<file path="config.mk">
export PLATFORM = sky130hd
export DESIGN_NAME = alu_arbiter
export DESIGN_NICKNAME = d
export VERILOG_FILES = /design/src/rtl/alu_pkg.sv /design/src/rtl/alu.sv /design/src/rtl/rr_arbiter.sv /design/src/rtl/alu_arbiter.sv
export SDC_FILE = /design/constraint.sdc
export NUM_CORES = 1
export LEC_CHECK = 0
export CAP_MARGIN = 0
export CORE_ASPECT_RATIO = 1.4
export CORE_MARGIN = 2
export CORE_UTILIZATION = 45
export DETAILED_ROUTE_END_ITERATION = 8
export PLACE_DENSITY = 0.73
export SYNTH_ARGS = -nofsm -noshare
export SYNTH_HDL_FRONTEND = slang
export SYNTH_SLANG_ARGS = --single-unit
</file>
<file path="constraint.sdc">
create_clock -name clk -period 4.1 [get_ports clk]
set_input_delay 0.615 -clock clk [delete_from_list [all_inputs] [get_ports clk]]
set_output_delay 0.615 -clock clk [all_outputs]
set_load 0.05 [all_outputs]
</file>
<file path="src/rtl/alu_pkg.sv">
// Shared ALU definitions: opcode encodings, datapath widths and an id-width helper.
package alu_pkg;

  localparam int XLEN     = 32;
  localparam int ALU_OP_W = 5;

  localparam logic [ALU_OP_W-1:0] ALU_ADD  = 5'b00000;
  localparam logic [ALU_OP_W-1:0] ALU_SUB  = 5'b00010;
  localparam logic [ALU_OP_W-1:0] ALU_SLT  = 5'b00100;
  localparam logic [ALU_OP_W-1:0] ALU_SLTU = 5'b00101;
  localparam logic [ALU_OP_W-1:0] ALU_AND  = 5'b01001;
  localparam logic [ALU_OP_W-1:0] ALU_OR   = 5'b01010;
  localparam logic [ALU_OP_W-1:0] ALU_XOR  = 5'b01011;
  localparam logic [ALU_OP_W-1:0] ALU_SLL  = 5'b01110;
  localparam logic [ALU_OP_W-1:0] ALU_SRL  = 5'b01111;
  localparam logic [ALU_OP_W-1:0] ALU_SRA  = 5'b10000;
  localparam logic [ALU_OP_W-1:0] ALU_PASS = 5'b11110;

  function automatic int id_width(input int n);
    return (n > 1) ? $clog2(n) : 1;
  endfunction

endpackage

</file>
<file path="src/rtl/alu.sv">
// Shared combinational 32-bit ALU; unknown opcodes yield zero.
module alu
  import alu_pkg::*;
(
  input  logic [XLEN-1:0]     src0,
  input  logic [XLEN-1:0]     src1,
  input  logic [ALU_OP_W-1:0] op,
  output logic [XLEN-1:0]     result
);

  logic [4:0] shamt;
  assign shamt = src1[4:0];

  always_comb begin
    result = '0;
    case (op)
      ALU_ADD:  result = src0 + src1;
      ALU_SUB:  result = src0 - src1;
      ALU_SLT:  result = {{(XLEN-1){1'b0}}, ($signed(src0) < $signed(src1))};
      ALU_SLTU: result = {{(XLEN-1){1'b0}}, (src0 < src1)};
      ALU_AND:  result = src0 & src1;
      ALU_OR:   result = src0 | src1;
      ALU_XOR:  result = src0 ^ src1;
      ALU_SLL:  result = src0 << shamt;
      ALU_SRL:  result = src0 >> shamt;
      ALU_SRA:  result = $unsigned($signed(src0) >>> shamt);
      ALU_PASS: result = src1;
      default:  result = '0;
    endcase
  end

endmodule

</file>
<file path="src/rtl/rr_arbiter.sv">
// One-hot request arbiter: round-robin from rr_ptr by default,
// lowest-index fixed priority when ALU_ARB_FIXED_PRIO_EN is defined.
module rr_arbiter
  import alu_pkg::*;
#(
  parameter int NUM_REQ = 2
) (
  input  logic               clk,
  input  logic               rst_n,
  input  logic [NUM_REQ-1:0] req,
  input  logic               advance,
  output logic [NUM_REQ-1:0] grant
);

  localparam int ID_W = id_width(NUM_REQ);

`ifdef ALU_ARB_FIXED_PRIO_EN

  logic found;
  logic unused_ok;
  assign unused_ok = ^{clk, rst_n, advance};

  always_comb begin
    grant = '0;
    found = 1'b0;
    for (int i = 0; i < NUM_REQ; i++) begin
      if (req[i] && !found) begin
        grant[i] = 1'b1;
        found    = 1'b1;
      end
    end
  end

`else

  logic [ID_W-1:0] rr_ptr;
  logic [ID_W-1:0] win_idx;
  logic            found;
  int              idx;

  // Search starts at rr_ptr and wraps; first asserted request wins.
  always_comb begin
    grant   = '0;
    win_idx = '0;
    found   = 1'b0;
    idx     = 0;
    for (int k = 0; k < NUM_REQ; k++) begin
      idx = int'(rr_ptr) + k;
      if (idx >= NUM_REQ) idx = idx - NUM_REQ;
      if (req[idx] && !found) begin
        grant[idx] = 1'b1;
        win_idx    = idx[ID_W-1:0];
        found      = 1'b1;
      end
    end
  end

  always_ff @(posedge clk or negedge rst_n) begin
    if (!rst_n) begin
      rr_ptr <= '0;
    end else if (advance) begin
      rr_ptr <= (win_idx == ID_W'(NUM_REQ-1)) ? '0 : win_idx + 1'b1;
    end
  end

`endif

endmodule

</file>
<file path="src/rtl/alu_arbiter.sv">
// Arbitrates NUM_REQ requesters onto one shared ALU with a one-entry response register.
// Macro ALU_ARB_FIXED_PRIO_EN selects fixed priority instead of round-robin.
module alu_arbiter
  import alu_pkg::*;
#(
  parameter int NUM_REQ = 2,
  parameter int TAG_W   = 4,
  localparam int ID_W   = id_width(NUM_REQ)
) (
  input  logic                        clk,
  input  logic                        rst_n,
  input  logic [NUM_REQ-1:0]          req_valid,
  output logic [NUM_REQ-1:0]          req_ready,
  input  logic [NUM_REQ*XLEN-1:0]     req_src0,
  input  logic [NUM_REQ*XLEN-1:0]     req_src1,
  input  logic [NUM_REQ*ALU_OP_W-1:0] req_op,
  input  logic [NUM_REQ*TAG_W-1:0]    req_tag,
  output logic                        rsp_valid,
  input  logic                        rsp_ready,
  output logic [XLEN-1:0]             rsp_data,
  output logic [ID_W-1:0]             rsp_id,
  output logic [TAG_W-1:0]            rsp_tag
);

  logic [NUM_REQ-1:0]  grant;
  logic                can_accept;
  logic                accept;
  logic [XLEN-1:0]     sel_src0;
  logic [XLEN-1:0]     sel_src1;
  logic [ALU_OP_W-1:0] sel_op;
  logic [TAG_W-1:0]    sel_tag;
  logic [ID_W-1:0]     sel_id;
  logic [XLEN-1:0]     alu_result;

  // rst_n gating keeps req_ready low for the whole reset period.
  assign can_accept = (!rsp_valid | rsp_ready) & rst_n;
  assign req_ready  = grant & {NUM_REQ{can_accept}};
  assign accept     = |req_ready;

  rr_arbiter #(.NUM_REQ(NUM_REQ)) u_arb (
    .clk     (clk),
    .rst_n   (rst_n),
    .req     (req_valid),
    .advance (accept),
    .grant   (grant)
  );

  always_comb begin
    sel_src0 = '0;
    sel_src1 = '0;
    sel_op   = '0;
    sel_tag  = '0;
    sel_id   = '0;
    for (int i = 0; i < NUM_REQ; i++) begin
      if (grant[i]) begin
        sel_src0 = req_src0[XLEN*i +: XLEN];
        sel_src1 = req_src1[XLEN*i +: XLEN];
        sel_op   = req_op[ALU_OP_W*i +: ALU_OP_W];
        sel_tag  = req_tag[TAG_W*i +: TAG_W];
        sel_id   = ID_W'(i);
      end
    end
  end

  alu u_alu (
    .src0   (sel_src0),
    .src1   (sel_src1),
    .op     (sel_op),
    .result (alu_result)
  );

  // Response register: a new accept overwrites, a bare drain clears valid.
  always_ff @(posedge clk or negedge rst_n) begin
    if (!rst_n) begin
      rsp_valid <= 1'b0;
      rsp_data  <= '0;
      rsp_id    <= '0;
      rsp_tag   <= '0;
    end else if (accept) begin
      rsp_valid <= 1'b1;
      rsp_data  <= alu_result;
      rsp_id    <= sel_id;
      rsp_tag   <= sel_tag;
    end else if (rsp_ready) begin
      rsp_valid <= 1'b0;
    end
  end

endmodule

</file>
==> results.md <==
- Die width: ~140 um
- Die span in y: about 190 um
- Die area: ~27000 sq um
- Top FF cell, synth: dfrtp_1
- Tcrit/Tclk final: a little over nine tenths
- Register area: approximately 980 sq um
- Post-synth net total: 1900
- EDFF count, synth: 0
- Worst slew pin tran: 0.888 ns
- Bufs on Longest Clock Path: 2
- TritonCTS clock tree: built
- CTS Sinks: 39
- Ant diodes: 0
- Worst-path clk slew: 0.07 ns
- H-tree levels: 2
- # setup viols final: 0
- CP arrival: around 4.2 ns
- Drt via density: slightly below 7
- Minimum clock period: 4.03 ns
- Root buf cell: clkbuf_16
- Layout Utilization: 69.8%
- Drt total wl: approximately 70000 um
- Pre-CTS WS: -0.690 ns
- Largest net degree at the start of global routing: 62
- CTS Buf Count: 5
- Slew HR: around two fifths
- Achievable Freq: ~250 MHz
- Most numerous cell in the Yosys netlist: nand2_1
- Final setup TNS: 0 ns
- Remaining antenna violation count: 0
- # rows: just under 70
- Yosys warns: 0
- First-pass GRT wire length: around 100000 um
- Kind of critical path: primary input to register
- DR vias: roughly 17000
- Drt initial violations: ~2300
- Number of global-route vias before repair: about 17000
- Cell variety after synth: just over 80
- Core box area: approximately 25000 sq um
- WHS: approximately 0.11 ns
- Dpl hpwl: about 54000 um
- Antenna violations before repair: 2
- Fillers: about 2200
- Setup Skew: about 0.0054 ns
- Port bufs: 190
- Grt ovf: 0
- GP Congestion: between 1 and 1.5
- Outcome: complete, no violations
- CP required: around 4.3 ns
- Syn Area/Cell: around 7.1 sq um
- Commonest cells in the netlist: nand2_1 (171), mux2i_1 (158), a21oi_1 (154)
- Async set or reset register ratio after synthesis: 100%
- Biggest area consumer among synthesized cells: mux2i_1
- Fin cells: between 2000 and 3000
- Crit. End Element: register
- Post-synthesis sequential area ratio: around 8.3%
- Area Overhead vs Synth: 52.1%
- NumNets Final: roughly 2400
- Worst skew pair latency: between 0.3 and 0.4 ns
- Synthesized area: approximately 12000 sq um
- Layout cell share with drive strength beyond 1: 27.5%
- Remaining DRCs: 0
- Critical-path maximum fanout: 3
- Lkg Pwr: approximately 8 nW
- Share of the synthesized area in the top cell type: between 10% and 20%
- Final Hold Vio Count: 0
- Worst hold path class: primary input to asynchronous set/reset pin
- Hold_buf cts: 0
- Top cells by area, synth: mux2i_1 (14%), ha_1 (11%), dfrtp_1 (8.3%)
- VDD IR-drop max: roughly 240 uV
- DR pass1 iterations: 6
- Total Routing Usage GR: between 40 and 50%
- Fin worst setup slack: around 0.074 ns
- CP Launch Type: primary input
- WL/cell: 27.5 um
- Placed insts: 2491
- Syn Inst Count: ~1600
- Initial Util: between 40% and 50%
- Footprint of the multi-input gates: around 10000 sq um
- Yosys reg bits: 39
- Power Density: about 350 nW/um^2
- Total of max-cap violations: 0
- Ports: 191
- Final slew viol count: 0
==> worst max-delay path: stages <==
cell and delay (ns):
clkdlybuf4s50_1 0.43, a32o_4 0.36, ha_2 0.21, inv_1 0.07
fa_2 0.20, nor2b_4 0.15, o211ai_1 0.11, buf_4 0.17
a211oi_4 0.23, o211ai_1 0.14, buf_4 0.18, a2111oi_4 0.48
buf_4 0.19, o31ai_1 0.06, buf_4 0.16, mux2i_1 0.12
a211oi_1 0.20, a32oi_1 0.13
==> registers in the layout, indices dropped and copies added, names as in the netlist, named ones only <==
name and count:
rsp_data 32, rsp_tag 4, rsp_id 1, rsp_valid 1
==> routing by layer <==
layer	GRT usage, %	share of wire [%]	up-vias
li1	-	-	7319
met1	57.9	36	8162
met2	76.7	45	1271
met3	11.3	11	362
met4	32.5	8.2	4
met5	0	0.093	-
==> power breakdown <==
| group | switching [mW] | internal, mW |
|---|---|---|
| combinational | 3.00 | 2.24 |
| clock | 0.215 | 0.289 |
| sequential | 0.0502 | 0.442 |
==> what timing repair did <==
item	CTS	global route
endpoints found under the setup margin	25	21
pin swaps	7	16
setup buffers	4	3
gates resized for setup	31	46
==> per-stage QoR <==
step / total power, mW / area, sq um
finish: 6.23 / 17800
global route: 6.47 / 17800
detailed placement: 5.34 / 17200
CTS: 5.93 / 17500
floorplan: 3.06 / 11800
global placement: 5.29 / 17200
==> area by class of cell <==
| type | count | share of cell area (%) |
|---|---|---|
| timing repair buffer | 669 | 31.8 |
| multi-input combinational | 1375 | 57.5 |
| sequential | 39 | 5.49 |
| clock buffer | 5 | 0.704 |
| tap | 319 | 2.24 |
| inverter | 96 | 2.03 |
| clock inverter | 3 | 0.246 |
==> cell usage in the layout, fill, tap and decap left out, drive strengths merged, types with 11 or more instances in the layout <==
cell,instances
nor3,30
a32o,19
nand2,171
buf,481
a21oi,154
nand2b,11
o21a,11
mux2,12
o221ai,15
nor2,111
o31ai,12
o21ai,98
nand3,37
a32oi,32
a22oi,51
clkdlybuf4s50,186
a22o,14
mux2i,158
a31oi,29
nor2b,15
a221oi,21
xnor2,17
o21bai,14
o22ai,23
a211oi,22
inv,95
ha,103
o211ai,36
dfrtp,39
a21o,18
==> worst paths after layout <==
kind                                    startpoint                       end  slack [ns]  cells after the start
max in group asynchronous                    rst_n  rsp_data[10]$_DFFE_PN0P_        3.16                      2
min reg2reg                rsp_data[4]$_DFFE_PN0P_   rsp_data[4]$_DFFE_PN0P_        0.48                      2
max reg2reg                               register  rsp_data[28]$_DFFE_PN0P_        0.08                     17
min                                          rst_n     rsp_valid$_DFFE_PN0P_        0.11                      1
min in group clk           rsp_data[4]$_DFFE_PN0P_   rsp_data[4]$_DFFE_PN0P_        0.48                      2
max                                   req_src1[32]  rsp_data[28]$_DFFE_PN0P_        0.07                     18
==> cells by family (layout without fill, tap and decap cells) <==
family | after synthesis | in the layout | share of synthesized area (%)
mux | 175 | 175 | 15.6
flops | 39 | 39 | 8.35
xor+xnor | 18 | 18 | 1.35
fa+ha+maj | 105 | 105 | 11.4
buf+inv | 230 | 773 | 8.64
compound gates | 640 | 640 | 37.6
simple gates | 437 | 437 | 17.0
No activity file was read; power rests on OpenSTA's default activity.
